**config.mk**
```make
export PLATFORM = sky130hd
export DESIGN_NAME = bmu_multicycle_flat
export DESIGN_NICKNAME = d
export VERILOG_FILES = /design/src/rtl/bmu_multicycle_if.sv /design/src/rtl/bmu_multicycle.sv /design/src/flat_wrapper.sv
export SDC_FILE = /design/constraint.sdc
export NUM_CORES = 1
export LEC_CHECK = 0
export BUFFER_PORTS_ARGS = -buffer_cell sky130_fd_sc_hd__buf_2
export CAP_MARGIN = 30
export CORE_ASPECT_RATIO = 1.5
export CORE_MARGIN = 2
export CORE_UTILIZATION = 35
export CTS_CLUSTER_DIAMETER = 100
export DETAILED_ROUTE_END_ITERATION = 16
export PLACE_DENSITY_LB_ADDON = 0.15
export SYNTH_ARGS = -nofsm -noshare
export SYNTH_HDL_FRONTEND = slang
export SYNTH_SLANG_ARGS = --single-unit
```
**constraint.sdc**
```tcl
create_clock -name clk -period 2.6 [get_ports clk]
set_clock_uncertainty 0.05 [all_clocks]
set_input_delay 0.65 -clock clk [delete_from_list [all_inputs] [get_ports clk]]
set_output_delay 0.65 -clock clk [all_outputs]
set_load 0.02 [all_outputs]
```
**src/rtl/bmu_multicycle_if.sv**
```systemverilog
// Start/busy/done handshake bundle between the execute stage and the
// iterative bit-manipulation unit.
interface bmu_multicycle_if;
  logic        start;
  logic [4:0]  option;
  logic [31:0] in_x;
  logic [31:0] in_y;
  logic        busy;
  logic        done;
  logic [31:0] result;

  // Pipeline side: issues requests and consumes results.
  modport master (
    output start, option, in_x, in_y,
    input  busy, done, result
  );

  // Unit side: accepts requests and reports completion.
  modport slave (
    input  start, option, in_x, in_y,
    output busy, done, result
  );
endinterface

```
**src/rtl/bmu_multicycle.sv**
```systemverilog
// Iterative companion to the combinational BMU. Executes CLMUL, CLMULH,
// CLMULR, CLZ, CPOP and CTZ in a fixed number of RUN cycles
// (32 / BITS_PER_CYCLE). The latency does not depend on the operand
// values, so the pipeline stall length is always known in advance.
module bmu_multicycle #(
  parameter int BITS_PER_CYCLE = 1
) (
  input  logic            clk,
  input  logic            rst_n,
  bmu_multicycle_if.slave bus
);

  localparam int         STEPS     = 32 / BITS_PER_CYCLE;
  localparam logic [5:0] LAST_STEP = 6'(STEPS - 1);

  localparam logic [4:0] OP_CLMUL  = 5'b00001;
  localparam logic [4:0] OP_CLMULH = 5'b00010;
  localparam logic [4:0] OP_CLMULR = 5'b00011;
  localparam logic [4:0] OP_CLZ    = 5'b00100;
  localparam logic [4:0] OP_CPOP   = 5'b00101;
  localparam logic [4:0] OP_CTZ    = 5'b00110;

  // Only power-of-two chunk sizes that divide 32 evenly are meaningful.
  generate
    if (!(BITS_PER_CYCLE == 1 || BITS_PER_CYCLE == 2 || BITS_PER_CYCLE == 4 ||
          BITS_PER_CYCLE == 8 || BITS_PER_CYCLE == 16 || BITS_PER_CYCLE == 32)) begin : g_bad_bits_per_cycle
      $error("bmu_multicycle: BITS_PER_CYCLE must be 1, 2, 4, 8, 16 or 32");
    end
  endgenerate

  typedef enum logic [1:0] {
    S_IDLE = 2'd0,
    S_RUN  = 2'd1,
    S_DONE = 2'd2
  } state_t;

  // Bit reversal lets CLZ reuse the CTZ scan (count from bit 0 upward).
  function automatic logic [31:0] f_reverse(input logic [31:0] v);
    logic [31:0] r;
    r = 32'd0;
    for (int i = 0; i < 32; i++) begin
      r[i] = v[31 - i];
    end
    return r;
  endfunction

  // Final result selection from the accumulator or the counter.
  function automatic logic [31:0] f_result(input logic [4:0]  op,
                                           input logic [63:0] acc,
                                           input logic [5:0]  cnt);
    logic [31:0] r;
    case (op)
      OP_CLMUL:                r = acc[31:0];
      OP_CLMULH:               r = acc[63:32];
      OP_CLMULR:               r = acc[62:31];
      OP_CLZ, OP_CPOP, OP_CTZ: r = {26'd0, cnt};
      default:                 r = 32'd0;
    endcase
    return r;
  endfunction

  state_t      r_state;
  state_t      w_next_state;
  logic [4:0]  r_op;
  logic [63:0] r_xs;     // in_x, shifted left one chunk per step
  logic [31:0] r_scan;   // bits still to scan: in_y, in_x or reversed in_x
  logic [63:0] r_acc;
  logic [5:0]  r_cnt;
  logic        r_found;
  logic [5:0]  r_step;
  logic        r_busy;
  logic        r_done;
  logic [31:0] r_result;

  logic        w_opt_valid;
  logic        w_accept;
  logic        w_finish;
  logic        w_is_clmul;
  logic [63:0] w_acc_nx;
  logic [5:0]  w_cnt_nx;
  logic        w_found_nx;
  logic [31:0] w_load_scan;

  assign w_opt_valid = (bus.option >= OP_CLMUL) && (bus.option <= OP_CTZ);
  assign w_is_clmul  = (r_op == OP_CLMUL) || (r_op == OP_CLMULH) || (r_op == OP_CLMULR);

  // Choose which operand feeds the scan register when a request is accepted.
  always_comb begin
    w_load_scan = bus.in_x;
    case (bus.option)
      OP_CLMUL, OP_CLMULH, OP_CLMULR: w_load_scan = bus.in_y;
      OP_CLZ:                         w_load_scan = f_reverse(bus.in_x);
      default:                        w_load_scan = bus.in_x;
    endcase
  end

  // State register.
  always_ff @(posedge clk or negedge rst_n) begin
    if (!rst_n) begin
      r_state <= S_IDLE;
    end else begin
      r_state <= w_next_state;
    end
  end

  // Next-state logic and control strobes; DONE accepts start just like IDLE.
  always_comb begin
    w_next_state = r_state;
    w_accept     = 1'b0;
    w_finish     = 1'b0;
    case (r_state)
      S_IDLE: begin
        if (bus.start) begin
          w_accept     = 1'b1;
          w_next_state = w_opt_valid ? S_RUN : S_DONE;
        end else begin
          w_next_state = S_IDLE;
        end
      end
      S_RUN: begin
        if (r_step == LAST_STEP) begin
          w_finish     = 1'b1;
          w_next_state = S_DONE;
        end else begin
          w_next_state = S_RUN;
        end
      end
      S_DONE: begin
        if (bus.start) begin
          w_accept     = 1'b1;
          w_next_state = w_opt_valid ? S_RUN : S_DONE;
        end else begin
          w_next_state = S_IDLE;
        end
      end
      default: begin
        w_next_state = S_IDLE;
      end
    endcase
  end

  // One step of work: process the low BITS_PER_CYCLE bits of the scan register.
  always_comb begin
    w_acc_nx   = r_acc;
    w_cnt_nx   = r_cnt;
    w_found_nx = r_found;
    for (int j = 0; j < BITS_PER_CYCLE; j++) begin
      if (w_is_clmul) begin
        if (r_scan[j]) begin
          w_acc_nx = w_acc_nx ^ (r_xs << j);
        end else begin
          w_acc_nx = w_acc_nx;
        end
      end else if (r_op == OP_CPOP) begin
        w_cnt_nx = w_cnt_nx + {5'd0, r_scan[j]};
      end else begin
        // CLZ/CTZ: count zeros until the first one, then freeze the count.
        if (!w_found_nx) begin
          if (r_scan[j]) begin
            w_found_nx = 1'b1;
          end else begin
            w_cnt_nx = w_cnt_nx + 6'd1;
          end
        end else begin
          w_cnt_nx = w_cnt_nx;
        end
      end
    end
  end

  // Datapath registers: load on accept, advance one chunk per RUN cycle.
  always_ff @(posedge clk or negedge rst_n) begin
    if (!rst_n) begin
      r_op     <= 5'd0;
      r_xs     <= 64'd0;
      r_scan   <= 32'd0;
      r_acc    <= 64'd0;
      r_cnt    <= 6'd0;
      r_found  <= 1'b0;
      r_step   <= 6'd0;
      r_result <= 32'd0;
    end else if (w_accept) begin
      r_acc   <= 64'd0;
      r_cnt   <= 6'd0;
      r_found <= 1'b0;
      r_step  <= 6'd0;
      if (w_opt_valid) begin
        r_op   <= bus.option;
        r_xs   <= {32'd0, bus.in_x};
        r_scan <= w_load_scan;
      end else begin
        // Invalid request completes immediately with a zero result.
        r_op     <= 5'd0;
        r_xs     <= 64'd0;
        r_scan   <= 32'd0;
        r_result <= 32'd0;
      end
    end else if (r_state == S_RUN) begin
      r_acc   <= w_acc_nx;
      r_cnt   <= w_cnt_nx;
      r_found <= w_found_nx;
      r_xs    <= r_xs << BITS_PER_CYCLE;
      r_scan  <= r_scan >> BITS_PER_CYCLE;
      r_step  <= r_step + 6'd1;
      if (w_finish) begin
        r_result <= f_result(r_op, w_acc_nx, w_cnt_nx);
      end else begin
        r_result <= r_result;
      end
    end else begin
      r_step <= r_step;
    end
  end

  // Registered handshake outputs derived from the state being entered.
  always_ff @(posedge clk or negedge rst_n) begin
    if (!rst_n) begin
      r_busy <= 1'b0;
      r_done <= 1'b0;
    end else begin
      r_busy <= (w_next_state == S_RUN);
      r_done <= (w_next_state == S_DONE);
    end
  end

  assign bus.busy   = r_busy;
  assign bus.done   = r_done;
  assign bus.result = r_result;

endmodule

```
**src/flat_wrapper.sv**
```systemverilog
// flat-port wrapper written by rule: the top's interface ports become plain ports
module bmu_multicycle_flat 
#(
  parameter int BITS_PER_CYCLE = 1
)
  (clk, rst_n, bus_start, bus_option, bus_in_x, bus_in_y, bus_busy, bus_done, bus_result);
  bmu_multicycle_if bus_i ();
  input  logic clk;
  input  logic rst_n;
  input wire logic [$bits(bus_i.start)-1:0] bus_start;
  input wire logic [$bits(bus_i.option)-1:0] bus_option;
  input wire logic [$bits(bus_i.in_x)-1:0] bus_in_x;
  input wire logic [$bits(bus_i.in_y)-1:0] bus_in_y;
  output wire logic [$bits(bus_i.busy)-1:0] bus_busy;
  output wire logic [$bits(bus_i.done)-1:0] bus_done;
  output wire logic [$bits(bus_i.result)-1:0] bus_result;
  assign bus_i.start = bus_start;
  assign bus_i.option = bus_option;
  assign bus_i.in_x = bus_in_x;
  assign bus_i.in_y = bus_in_y;
  assign bus_busy = bus_i.busy;
  assign bus_done = bus_i.done;
  assign bus_result = bus_i.result;
  bmu_multicycle #(.BITS_PER_CYCLE(BITS_PER_CYCLE)) u_core (.clk(clk), .rst_n(rst_n), .bus(bus_i));
endmodule
```
# Yosys cells after proc, flatten, opt, wreduce, memory -nomap -nowiden
# Cells that the tools add are included.
# totals
ff_bits	214
in_bits	72
output_inout_bits	34
# op_classes
magnitude_cmp	2
muxes	39
bitwise_logic	1
n_reduce_logical	11
eq_ne	18
n_addsub	3
# op_table
op	count
two-way mux 64 bit	6
two-way mux 32 bit	8
one-hot mux 32 bit (4 select lines)	1
one-hot mux 32 bit (2 select lines)	1
bitwise XOR 64 bit	1
two-way mux 6 bit	8
equality test 5 x 2 -> 1 bit, second input constant	4
equality test 5 x 3 -> 1 bit, second input constant	4
adder 6 x 1 -> 6 bit, second input constant	2
equality test 5 x 1 -> 1 bit, second input constant	2
two-way mux 1 bit	10
adder 6 x 1 -> 6 bit	1
equality test 6 x 5 -> 1 bit, second input constant	1
two-way mux 2 bit	3
AND reduction 3 bit	2
OR reduction 3 bit	2
>= comparator 5 x 1 -> 1 bit, second input constant	1
<= comparator 5 x 3 -> 1 bit, second input constant	1
two-way mux 5 bit	1
equality test 2 x 1 -> 1 bit, second input constant	2
equality test 2 bit, second input constant	2
inequality test 2 x 1 -> 1 bit, second input constant	2
one-hot mux 2 bit (2 select lines)	1
nonzero test 2 bit	2
5 further kinds	6

# Depth between registers and ports, before layout
# Gate-level depths: netlist of run 1.
# depth
ltp_word	9
depth_mapped	9
ltp_nobuf	7

# Least setup slack after synthesis of run 1
# No wires, ideal clock.
# synth_timing
path_kind	input -> register
start	in bus_option[4]
end	reg u_core.r_scan[10]
n_path_buf	1
setup_time_ns	0.130
path_stages	6
setup_slack_ns	0.560
arrival_time_ns	1.861
cell_sequence	nor4_1 > nor2_1 > clkbuf_1 > nand2_1 > nand2_1 > o2bb2ai_1
# synth_via
elab_chain_cells	5
elab_cells_between_ends	11
cone_classes	2 x order compare; 4 x eq/ne; 3 x mux; 2 x reduce/logical
# synth_lines
element	line_no	rtl
start: declaration	flat_wrapper.sv:11	input wire logic [$bits(bus_i.option)-1:0] bus_option;
equality test 5 x 1 -> 1 bit or equality test 5 x 2 -> 1 bit (tied branches)	bmu_multicycle.sv:90	case (bus.option)
OR reduction 3 bit	bmu_multicycle.sv:90	
one-hot mux 32 bit (2 select lines)	bmu_multicycle.sv:90	
two-way mux 32 bit (*)	bmu_multicycle.sv:187	if (w_opt_valid) begin
two-way mux 32 bit (*)	bmu_multicycle.sv:182	end else if (w_accept) begin
end signal: assignment	bmu_multicycle.sv:190	r_scan <= w_load_scan;
end signal: assignment	bmu_multicycle.sv:203	r_scan <= r_scan >> BITS_PER_CYCLE;
end: declaration	bmu_multicycle.sv:66	logic [31:0] r_scan;
# Mark *: on every way between the ends. The rest lies on a longest branch, timed or not.
# A chain may end at the register's enable or synchronous reset.

# Final worst setup path of run 1
# layout_timing
start	reg u_core.r_op[3]
end	reg u_core.r_result[7], in the netlist u_core.bus.result[7]
# layout_via
elab_chain_cells	8
elab_cells_between_ends	14
cone_classes	6 x eq/ne; 5 x mux; 3 x reduce/logical
# layout_lines
element	line_no	rtl
start: declaration	bmu_multicycle.sv:64	logic [4:0] r_op;
start signal: assignment	bmu_multicycle.sv:188	r_op <= bus.option;
equality test 5 x 1 -> 1 bit or equality test 5 x 2 -> 1 bit (tied branches)	bmu_multicycle.sv:52, bmu_multicycle.sv:85	
logical OR 1 bit (2 in a row)	bmu_multicycle.sv:85	assign w_is_clmul = (r_op == OP_CLMUL) || (r_op == OP_CLMULH) || (r_op == OP_CLMULR);
two-way mux 64 bit	bmu_multicycle.sv:148	if (w_is_clmul) begin
one-hot mux 32 bit (4 select lines) (*)	bmu_multicycle.sv:52	case (op)
two-way mux 32 bit (*)	bmu_multicycle.sv:205	if (w_finish) begin
two-way mux 32 bit (*)	bmu_multicycle.sv:198	end else if (r_state == S_RUN) begin
two-way mux 32 bit (*)	bmu_multicycle.sv:182	
end signal: assignment	bmu_multicycle.sv:206	r_result <= f_result(r_op, w_acc_nx, w_cnt_nx);
end signal: assignment	bmu_multicycle.sv:208	r_result <= r_result;
end: declaration	bmu_multicycle.sv:73	logic [31:0] r_result;
# Mark *: on every way between the ends. The rest lies on a longest branch, timed or not. The select of a mux whose other input is x is not followed.

==> summary.txt, run 1 <==
Power
  – Maximum vdd drop: 0.382 mV
  – Power density normalized to cell area: 728 mW/mm^2
  – Post-layout power: 9.55 mW
  – Leak Pwr: 5.79 nW

Routing
  – Ratio of routed vias to standard cells: 5.54
  – Wire length per cell: 18.8 um
  – Number of remaining DRC errors: 0
  – Router iterations before antenna repair: 5
  – Post-Route WL: 31.3 mm
  – Number of DRC markers after the initial detailed-route iteration: 635
  – Total number of vias: 9,203
  – Post-route ant nets: 0

STA
  – Aggregate negative setup slack: 0 ns
  – Actual slew at the worst max-slew pin: 0.739 ns
  – Upper clock frequency limit: 0.426 GHz
  – Final Max Tran Viols: 0
  – Hold violation count in the final report: 0
  – Endpoints failing setup: 0
  – Setup repair after global routing missed its margin: no
  – Final critical-path setup slack: 0.254 ns
  – Minimum period implied by the final worst setup slack: 2.35 ns
  – Final Cycle Share: 90.2%
  – Worst slew margin relative to its limit: 50.4%

GRT
  – Total routing resource utilization after global routing: 19.1%
  – Antenna violations before repair: 0
  – GRT overflow: 0
  – Wire length of the first global-routing pass: 51.4 mm
  – Vias in the first global route: 9,273
  – Pin count of the biggest net entering global routing: 72

Critical path
  – Chain of cells forming the critical path: nor3_2 -> and3_2 -> buf_12 -> buf_4 -> nand2_2 -> xnor2_1 -> a222oi_1 -> o21ai_1
  – Standard cell with the maximum stage delay on the critical path: dfrtp_1
  – Kind of end point of the critical path: flip-flop
  – Data arrival at the endpoint of the critical path: 2.71 ns
  – Terminus of the critical flop-to-flop path: u_core.bus.result[7]$_DFFE_PN0P_
  – Critical R2R Launch: u_core.r_op[3]$_DFFE_PN0P_
  – Crit path to: u_core.bus.result[7]$_DFFE_PN0P_
  – Delay of the slowest cell on the worst path: 0.47 ns
  – Worst endpoint required time: 2.96 ns
  – Startpoint type of the worst setup path: flip-flop
  – Launch point of the worst path: u_core.r_op[3]$_DFFE_PN0P_
  – Reg2Reg Depth: 8
  – Startpoint-to-endpoint class of the critical path: flip-flop to flip-flop
  – R2R Setup Slk: 0.25 ns
  – Crit-path max FO: 41

Cells and area
  – Final Non-Filler Cells: 1,662
  – Most used cells in the layout excluding fill and tap cells: dfrtp_1, nand2_1, buf_2
  – Area grow syn2layout: 17.7%
  – Fraction of layout cells with a size suffix above 1: 16.4%
  – Post-layout instance area: 0.0131 mm^2
  – Most common cell after layout, fill and taps aside: dfrtp_1
  – Number of diodes: 0
  – Filler cell count in the final layout: 3,190
  – Net total in the final layout: 1,314

Placed design
  – HPWL Detailed: 21.2 mm
  – Cell count after placement: 1,622
  – Area after DPL: 0.0123 mm^2
  – Quantity of I/O buffers inserted on ports: 105
  – Weighted congestion at the end of routability-driven global placement: 0.791
  – Worst-case setup slack after placement: 0.279 ns

Clock tree
  – Number of buffers created by CTS: 24
  – Number of sinks on the clock net: 214
  – Htree depth: 1
  – Cells resized by post-CTS repair: 0
  – Buffer type at the clock tree root: clkbuf_16
  – Insertion delay to the later sink of the worst-skew pair: 0.53 ns
  – Hold buffer count at CTS: 0
  – # Post-CTS Setup Buffers: 0
  – CTS tree: yes
  – Clk slew on worst S/H paths: 0.06 ns
  – Buffer depth of the longest clock path: 3

Outcome
  – Result of the run: completed

Synthesis
  – Area share of and/or/nand/nor cells after synthesis: 11.9%
  – Adder and majority cell fraction of the synthesized area: 0.449%
  – XOR/XNOR Fraction of Synth Area: 5.58%
  – Distinct cell type count after synthesis: 50
  – Warnings, synthesis: 0
  – Netlist area before placement: 0.0111 mm^2
  – Mux share of post-synthesis cell area: 5.57%
  – Syn_area_per_cell: 9.55 um^2
  – Async set or reset register ratio after synthesis: 100%
  – Combinational family with the most area after synthesis: compound AO/OA/AOI/OAI gates
  – Syn_nets: 1,244
  – EDFF count, synth: 0
  – Sequential-to-total area share from yosys stat: 48.0%
  – Number of synthesized register bits: 214
  – Number of instances in the synthesized netlist: 1,168
  – Fraction of the mapped netlist area in compound gates: 24.7%
  – Primary FF master, synth: dfrtp_1

Min path
  – Type of the tightest min-delay check: primary input to asynchronous set/reset pin

Die
  – Core Area: 0.0316 mm^2
  – Chip Height: 223 um
  – Die Footprint: 0.0333 mm^2
  – # rows: 80
  – Number of ports placed on the die boundary: 106
  – Starting density of the core: 35.2%
  – Die width: 150 um

Run
  – Max-cap violations: 0
==> cell type report <==
class	instances	area [um^2]	share of cell area (%)
flip-flops and latches	214	5360	40.8
clock buffers	30	663	5.05
well taps	410	513	3.91
repair buffers	140	981	7.48
inverters	2	7.51	0.0572
clock inverters	10	161	1.23
multi-input cells	856	5440	41.5
==> routing by layer <==
layer  vias to the layer above  part of all wire [%]  routed length, um  global-route usage, %
li1                       4428                     -                  -                      -
met1                      4499                    45              14100                   26.6
met2                       224                    48              15100                   30.7
met3                        52                   4.1               1270                   2.30
met4                         0                   2.7                845                   6.27
met5                         -                     0                  0                      0
==> through the flow <==
stage,hold WS [ns],util (%)
floorplan,0.304,-
detailed placement,0.419,38.9
CTS,0.0425,41.5
global placement,0.416,38.8
finish,0.0256,41.5
global route,0.0600,41.5
==> Yosys cell counts, types with 3 or more instances <==
cell / instances / share of area [%]
o2bb2ai_1: 31 / 2.4
a22oi_1: 36 / 2.4
a221oi_1: 5 / 0.39
dfrtp_1: 214 / 48
o31ai_1: 22 / 1.5
nor3_2: 3 / 0.27
and3_1: 3 / 0.17
or3_1: 3 / 0.17
a22o_1: 41 / 3.2
nor2b_1: 3 / 0.17
clkbuf_1: 73 / 2.5
mux2i_1: 62 / 5.6
buf_1: 4 / 0.13
nand3_1: 9 / 0.40
nand2b_1: 4 / 0.22
nor2_1: 48 / 1.6
nor3_1: 3 / 0.13
o21ai_1: 21 / 0.94
nand4_1: 3 / 0.17
and2_1: 3 / 0.17
a222oi_1: 15 / 1.3
o41ai_1: 12 / 0.94
nand2_1: 208 / 7.0
o211ai_1: 16 / 1.1
ha_1: 4 / 0.45
o22ai_1: 10 / 0.56
xnor2_1: 59 / 4.6
a21oi_1: 39 / 1.8
a31oi_1: 51 / 2.9
nand2_2: 10 / 0.56
o21ai_0: 97 / 4.4
nand3b_1: 4 / 0.27
xor2_1: 12 / 0.94
buf_2: 13 / 0.58
buf_6: 4 / 0.40
==> cell families (layout without fill, tap and decap cells) <==
family          Yosys count  count (layout)
compound gates          408             408
simple gates            311             311
flops                   214             214
buf+inv                  98             182
xor+xnor                 71              71
mux                      62              62
fa+ha+maj                 4               4
==> flip-flops by register name, summed over array words and instances, names as in the netlist <==
signal and cells:
u_core.bus.busy 1, u_core.r_found 1, u_core.r_xs 64, u_core.bus.result 32, u_core.r_state 2, u_core.r_op 5
u_core.r_cnt 6, u_core.bus.done 1, u_core.r_step 6, u_core.r_acc 64, u_core.r_scan 32
==> where the power goes <==
group | internal (mW) | switching [mW] | total [mW]
logic | 0.739 | 1.17 | 1.90
clock network | 2.19 | 1.41 | 3.61
registers | 3.69 | 0.355 | 4.04
total | 6.62 | 2.93 | 9.55
==> worst min path at each step <==
| stage | startpoint | endpoint | depth (start not counted) |
|---|---|---|---|
| after floorplan | rst_n | u_core.bus.busy$_DFF_PN0_ | 0 |
| after CTS | rst_n | u_core.r_step[3]$_DFFE_PN0P_ | 1 |
| final | rst_n | u_core.r_step[3]$_DFFE_PN0P_ | 1 |
| after detailed placement | u_core.bus.result[22]$_DFFE_PN0P_ | u_core.bus.result[22]$_DFFE_PN0P_ | 2 |
| after global routing | rst_n | u_core.r_step[3]$_DFFE_PN0P_ | 1 |
| after global placement | u_core.bus.result[22]$_DFFE_PN0P_ | u_core.bus.result[22]$_DFFE_PN0P_ | 2 |
==> worst max-delay path: cells and delay by family (launching register included) <==
| kind | cells | cell delay [ns] |
|---|---|---|
| flops | 1 | 0.47 |
| compound gates | 2 | 0.53 |
| buf+inv | 2 | 0.40 |
| xor+xnor | 1 | 0.17 |
| simple gates | 3 | 0.58 |
Power figures use the tool's default switching activity.
==> inputs of run 2 (changes only) <==
--- a/config.mk
+++ b/config.mk
@@ -10,8 +10,8 @@
 export CORE_ASPECT_RATIO = 1.5
 export CORE_MARGIN = 2
 export CORE_UTILIZATION = 35
-export CTS_CLUSTER_DIAMETER = 100
 export DETAILED_ROUTE_END_ITERATION = 16
+export GPL_TIMING_DRIVEN = 0
 export PLACE_DENSITY_LB_ADDON = 0.15
 export SYNTH_ARGS = -nofsm -noshare
 export SYNTH_HDL_FRONTEND = slang
==> summary.txt, run 2 (synthesis gave the netlist of run 1 again) <==
Outcome
  – Result of the run: completed

Placed design
  – Area after DPL: 0.0122 mm^2
  – Quantity of I/O buffers inserted on ports: 105
  – Worst-case setup slack after placement: -0.538 ns
  – HPWL Detailed: 27.9 mm
  – Weighted congestion at the end of routability-driven global placement: 0.888

Die
  – Chip Height: 223 um
  – Number of ports placed on the die boundary: 106
  – # rows: 80
  – Die width: 150 um
  – Die Footprint: 0.0333 mm^2
  – Core Area: 0.0316 mm^2
  – Starting density of the core: 35.2%

Clock tree
  – Insertion delay to the later sink of the worst-skew pair: 0.54 ns
  – Number of sinks on the clock net: 214
  – Buffer type at the clock tree root: clkbuf_16
  – Htree depth: 1
  – Buffer depth of the longest clock path: 3
  – CTS tree: yes
  – Clk slew on worst S/H paths: 0.06 ns
  – Number of buffers created by CTS: 23

GRT
  – Antenna violations before repair: 0
  – Total routing resource utilization after global routing: 22.8%
  – Pin count of the biggest net entering global routing: 113
  – GRT overflow: 0
  – Wire length of the first global-routing pass: 58.2 mm
  – Vias in the first global route: 9,839

STA
  – Final Max Tran Viols: 0
  – Final Cycle Share: 97.1%
  – Setup repair after global routing missed its margin: no
  – Upper clock frequency limit: 0.396 GHz
  – Actual slew at the worst max-slew pin: 0.910 ns
  – Final critical-path setup slack: 0.0753 ns
  – Minimum period implied by the final worst setup slack: 2.52 ns
  – Aggregate negative setup slack: 0 ns
  – Worst slew margin relative to its limit: 38.9%
  – Hold violation count in the final report: 0
  – Endpoints failing setup: 0

Critical path
  – Delay of the slowest cell on the worst path: 0.59 ns
  – Worst endpoint required time: 2.95 ns
  – Chain of cells forming the critical path: nor3_4 -> and3_4 -> buf_2 -> buf_4 -> nand2_1 -> xnor2_1 -> a222oi_1 -> o21ai_0
  – Startpoint-to-endpoint class of the critical path: flip-flop to flip-flop
  – Family with the most delay on the worst path: compound AO/OA/AOI/OAI gates
  – Kind of end point of the critical path: flip-flop
  – Count of buffer and inverter cells on the critical path: 2
  – Data arrival at the endpoint of the critical path: 2.87 ns
  – Standard cell with the maximum stage delay on the critical path: a222oi_1
  – Startpoint type of the worst setup path: flip-flop
  – Crit-path max FO: 10

Cells and area
  – Post-layout utilization of the core: 41.1%
  – Post-layout instance area: 0.0130 mm^2
  – Net total in the final layout: 1,376
  – Fraction of layout cells with a size suffix above 1: 14.8%
  – Most common cell after layout, fill and taps aside: dfrtp_1
  – Area grow syn2layout: 16.7%
  – Largest regs: u_core.r_acc (64), u_core.r_xs (64)
  – Most used cells in the layout excluding fill and tap cells: dfrtp_1, nand2_1, buf_2
  – Number of diodes: 0

Run
  – Max-cap violations: 0

Power
  – Leak Pwr: 5.71 nW
  – Maximum vdd drop: 0.365 mV
  – Power density normalized to cell area: 711 mW/mm^2
  – Post-layout power: 9.26 mW

Routing
  – Wire length per cell: 21.9 um
  – Post-Route WL: 37.7 mm
  – Post-route ant nets: 0
  – Number of remaining DRC errors: 0
  – Ratio of routed vias to standard cells: 5.68
  – Number of DRC markers after the initial detailed-route iteration: 827
  – Router iterations before antenna repair: 8
  – Total number of vias: 9,786

Min path
  – Type of the tightest min-delay check: primary input to asynchronous set/reset pin
-- run 2: final timing paths --
check	from	endpoint	slack, ns	depth (start not counted)
worst max-delay path	u_core.r_op[4]$_DFFE_PN0P_	u_core.bus.result[23]$_DFFE_PN0P_	0.08	8
worst min register to register	u_core.bus.result[8]$_DFFE_PN0P_	u_core.bus.result[8]$_DFFE_PN0P_	0.42	2
min in group clk	bus_in_x[10]	u_core.r_xs[10]$_DFFE_PN0P_	0.32	3
max in group asynchronous	rst_n	u_core.r_acc[18]$_DFFE_PN0P_	1.28	2
worst min-delay path	rst_n	u_core.r_step[4]$_DFFE_PN0P_	0.11	1
worst max register to register	u_core.r_op[4]$_DFFE_PN0P_	u_core.bus.result[23]$_DFFE_PN0P_	0.08	8
-- run 2: metrics by stage --
stage	hold WS, ns	instances
finish	0.113	1724
global route	0.175	1724
CTS	0.156	1723
detailed placement	0.417	1685
global placement	0.416	1683
floorplan	0.304	1168
-- run 2: routing by layer --
layer,share of wire (%),global-route usage (%),vias to the layer above,routed length (um)
met2,50,39.1,340,18900
met1,40,28.4,4813,15000
met5,0,0,-,0
li1,-,-,4543,-
met3,4.6,2.16,90,1740
met4,5.5,11.4,0,2060
-- run 2: where the power goes --
part | internal [mW] | switching (mW) | leakage [nW] | total (mW)
Clock | 1.79 | 1.41 | 0.348 | 3.20
Combinational | 0.691 | 1.31 | 2.42 | 2.00
Sequential | 3.69 | 0.371 | 2.95 | 4.06
Total | 6.17 | 3.08 | 5.71 | 9.26
-- run 2: repair_timing --
action	CTS	global route
endpoints found under the setup margin	56	46
resized for setup	8	17
setup buffers	0	1
pin swaps	2	2
hold buffers	0	0
-- run 2: cell type report --
class,count,area [um^2]
Clock buffer,33,673
Sequential cell,214,5360
Timing Repair Buffer,108,578
Fill cell,3237,18600
Multi-Input combinational cell,856,5420
Clock inverter,6,38.8
Buffer,95,424
Tap cell,410,513
Inverter,2,7.51
==> inputs of run 3 (changes only) <==
--- a/config.mk
+++ b/config.mk
@@ -8,7 +8,7 @@
 export BUFFER_PORTS_ARGS = -buffer_cell sky130_fd_sc_hd__buf_2
 export CAP_MARGIN = 30
 export CORE_ASPECT_RATIO = 1.5
-export CORE_MARGIN = 2
+export CORE_MARGIN = 3
 export CORE_UTILIZATION = 35
 export DETAILED_ROUTE_END_ITERATION = 16
 export GPL_TIMING_DRIVEN = 0
==> summary.txt, run 3 (synthesis gave the netlist of run 1 again) <==
Outcome
  – Result of the run: completed

STA
  – Endpoints failing setup: 0
  – Final Cycle Share: 95.7%
  – Hold violation count in the final report: 0
  – Worst slew margin relative to its limit: 47.6%
  – Actual slew at the worst max-slew pin: 0.786 ns
  – Upper clock frequency limit: 0.402 GHz
  – Final Max Tran Viols: 0
  – Minimum period implied by the final worst setup slack: 2.49 ns
  – Worst-case hold slack: 0.0337 ns
  – Aggregate negative setup slack: 0 ns
  – Setup repair after global routing missed its margin: yes

Min path
  – Type of the tightest min-delay check: primary input to asynchronous set/reset pin

GRT
  – GRT overflow: 0
  – Total routing resource utilization after global routing: 22.3%
  – Antenna violations before repair: 0
  – GR Layer Usage met3: 1.85%
  – Met2 Resource Use GR: 38.7%
  – Vias in the first global route: 10,100
  – Wire length of the first global-routing pass: 58.7 mm
  – Global-route track usage on met1: 28.3%
  – Pin count of the biggest net entering global routing: 75
  – Most Used Layer, Global Route: met2

Run
  – Max-cap violations: 0

Power
  – Power density normalized to cell area: 716 mW/mm^2
  – Maximum vdd drop: 0.464 mV
  – Leak Pwr: 5.75 nW

Placed design
  – Cell count after placement: 1,681
  – HPWL Detailed: 28.1 mm
  – Weighted congestion at the end of routability-driven global placement: 0.875
  – Quantity of I/O buffers inserted on ports: 105

Clock tree
  – Buffer type at the clock tree root: clkbuf_16
  – Number of sinks on the clock net: 214
  – CTS tree: yes
  – Buffer depth of the longest clock path: 3
  – Clk slew on worst S/H paths: 0.06 ns
  – Number of buffers created by CTS: 23
  – Insertion delay to the later sink of the worst-skew pair: 0.53 ns
  – Htree depth: 1

Critical path
  – Critical R2R Launch: u_core.r_op[4]$_DFFE_PN0P_
  – Kind of end point of the critical path: flip-flop
  – R2R Setup Slk: 0.11 ns
  – Standard cell with the maximum stage delay on the critical path: clkbuf_1
  – Most frequent CP cell: clkbuf_1
  – Chain of cells forming the critical path: nor3_4 -> and3_1 -> clkbuf_1 -> clkbuf_1 -> a222oi_1 -> o21ai_1
  – Terminus of the critical flop-to-flop path: u_core.bus.result[22]$_DFFE_PN0P_
  – Reg2Reg Depth: 6
  – Family with the most delay on the worst path: buffers and inverters
  – Crit-path max FO: 10
  – Data arrival at the endpoint of the critical path: 2.89 ns
  – Startpoint-to-endpoint class of the critical path: flip-flop to flip-flop
  – Count of buffer and inverter cells on the critical path: 2
  – Startpoint type of the worst setup path: flip-flop
  – Launch point of the worst path: u_core.r_op[4]$_DFFE_PN0P_
  – Worst endpoint required time: 3.00 ns
  – Delay of the slowest cell on the worst path: 0.59 ns

Cells and area
  – Net total in the final layout: 1,377
  – Most used cells in the layout excluding fill and tap cells: dfrtp_1, nand2_1, buf_2
  – Final Non-Filler Cells: 1,723
  – Number of diodes: 0
  – Filler cell count in the final layout: 3,184
  – Fraction of layout cells with a size suffix above 1: 14.9%
  – Largest regs: u_core.r_acc (64), u_core.r_xs (64)
  – Area grow syn2layout: 17.1%
  – Most common cell after layout, fill and taps aside: dfrtp_1

Die
  – Number of ports placed on the die boundary: 106
  – Core Area: 0.0312 mm^2
  – Die width: 152 um
  – Starting density of the core: 35.7%
  – Chip Height: 225 um
  – # rows: 79
  – Die Footprint: 0.0341 mm^2

Routing
  – Post-Route WL: 37.8 mm
  – Number of DRC markers after the initial detailed-route iteration: 739
  – Router iterations before antenna repair: 7
  – Total number of vias: 9,765
  – Post-route ant nets: 0
  – Wire length per cell: 21.9 um
  – Ratio of routed vias to standard cells: 5.67
  – Number of remaining DRC errors: 0
-- run 3: per-layer routing --
layer  vias to the layer above  part of all wire (%)
li1                       4558                     -
met1                      4845                    40
met2                       288                    51
met3                        74                   4.2
met4                         0                   4.8
met5                         -                     0
-- run 3: cell type report --
| cell class | instances | area, um^2 | share of cell area (%) |
|---|---|---|---|
| Multi-Input combinational cell | 856 | 5410 | 41.4 |
| Sequential cell | 214 | 5360 | 41.0 |
| Clock buffer | 34 | 647 | 4.95 |
| Timing Repair Buffer | 109 | 606 | 4.64 |
| Tap cell | 405 | 507 | 3.88 |
| Buffer | 95 | 433 | 3.31 |
| Clock inverter | 8 | 93.8 | 0.719 |
| Inverter | 2 | 7.51 | 0.0575 |
-- run 3: timing repair --
action / 4_1_cts / 5_1_grt
gates resized for setup: 8 / 21
setup endpoints to repair: 52 / 42
gates cloned: 0 / 0
hold buffers: 0 / 0
buffers inserted: 0 / 1
pin swaps: 1 / 5
-- run 3: report_power, final --
part	total [mW]	switching, mW	internal (mW)	leakage [nW]
logic	1.99	1.29	0.697	2.44
clock network	3.30	1.38	1.92	0.367
registers	4.05	0.367	3.69	2.95
-- run 3: stage by stage --
step / power [mW] / utilization (%) / worst slack [ns] / area, um^2
4_1_cts: 9.43 / 41.7 / 0.000361 / 13000
3_3_place_gp: 6.04 / 39.0 / -3.12 / 12200
6_report: 9.35 / 41.8 / 0.113 / 13100
5_1_grt: 9.82 / 41.8 / -0.0224 / 13100
2_1_floorplan: 5.28 / - / 0.560 / 11100
3_5_place_dp: 6.08 / 39.3 / -0.435 / 12300
-- run 3: how the worst max path moves through the flow --
stage / slack [ns] / endpoint / cells after the start
3_3_place_gp: -3.12 / u_core.bus.busy$_DFF_PN0_ / 1
2_1_floorplan: 0.56 / u_core.r_scan[10]$_DFFE_PN0P_ / 6
4_1_cts: 0.0004 / u_core.bus.result[22]$_DFFE_PN0P_ / 8
3_5_place_dp: -0.43 / u_core.bus.result[21]$_DFFE_PN0P_ / 7
6_report: 0.11 / u_core.bus.result[22]$_DFFE_PN0P_ / 6
5_1_grt: -0.02 / u_core.bus.result[7]$_DFFE_PN0P_ / 9
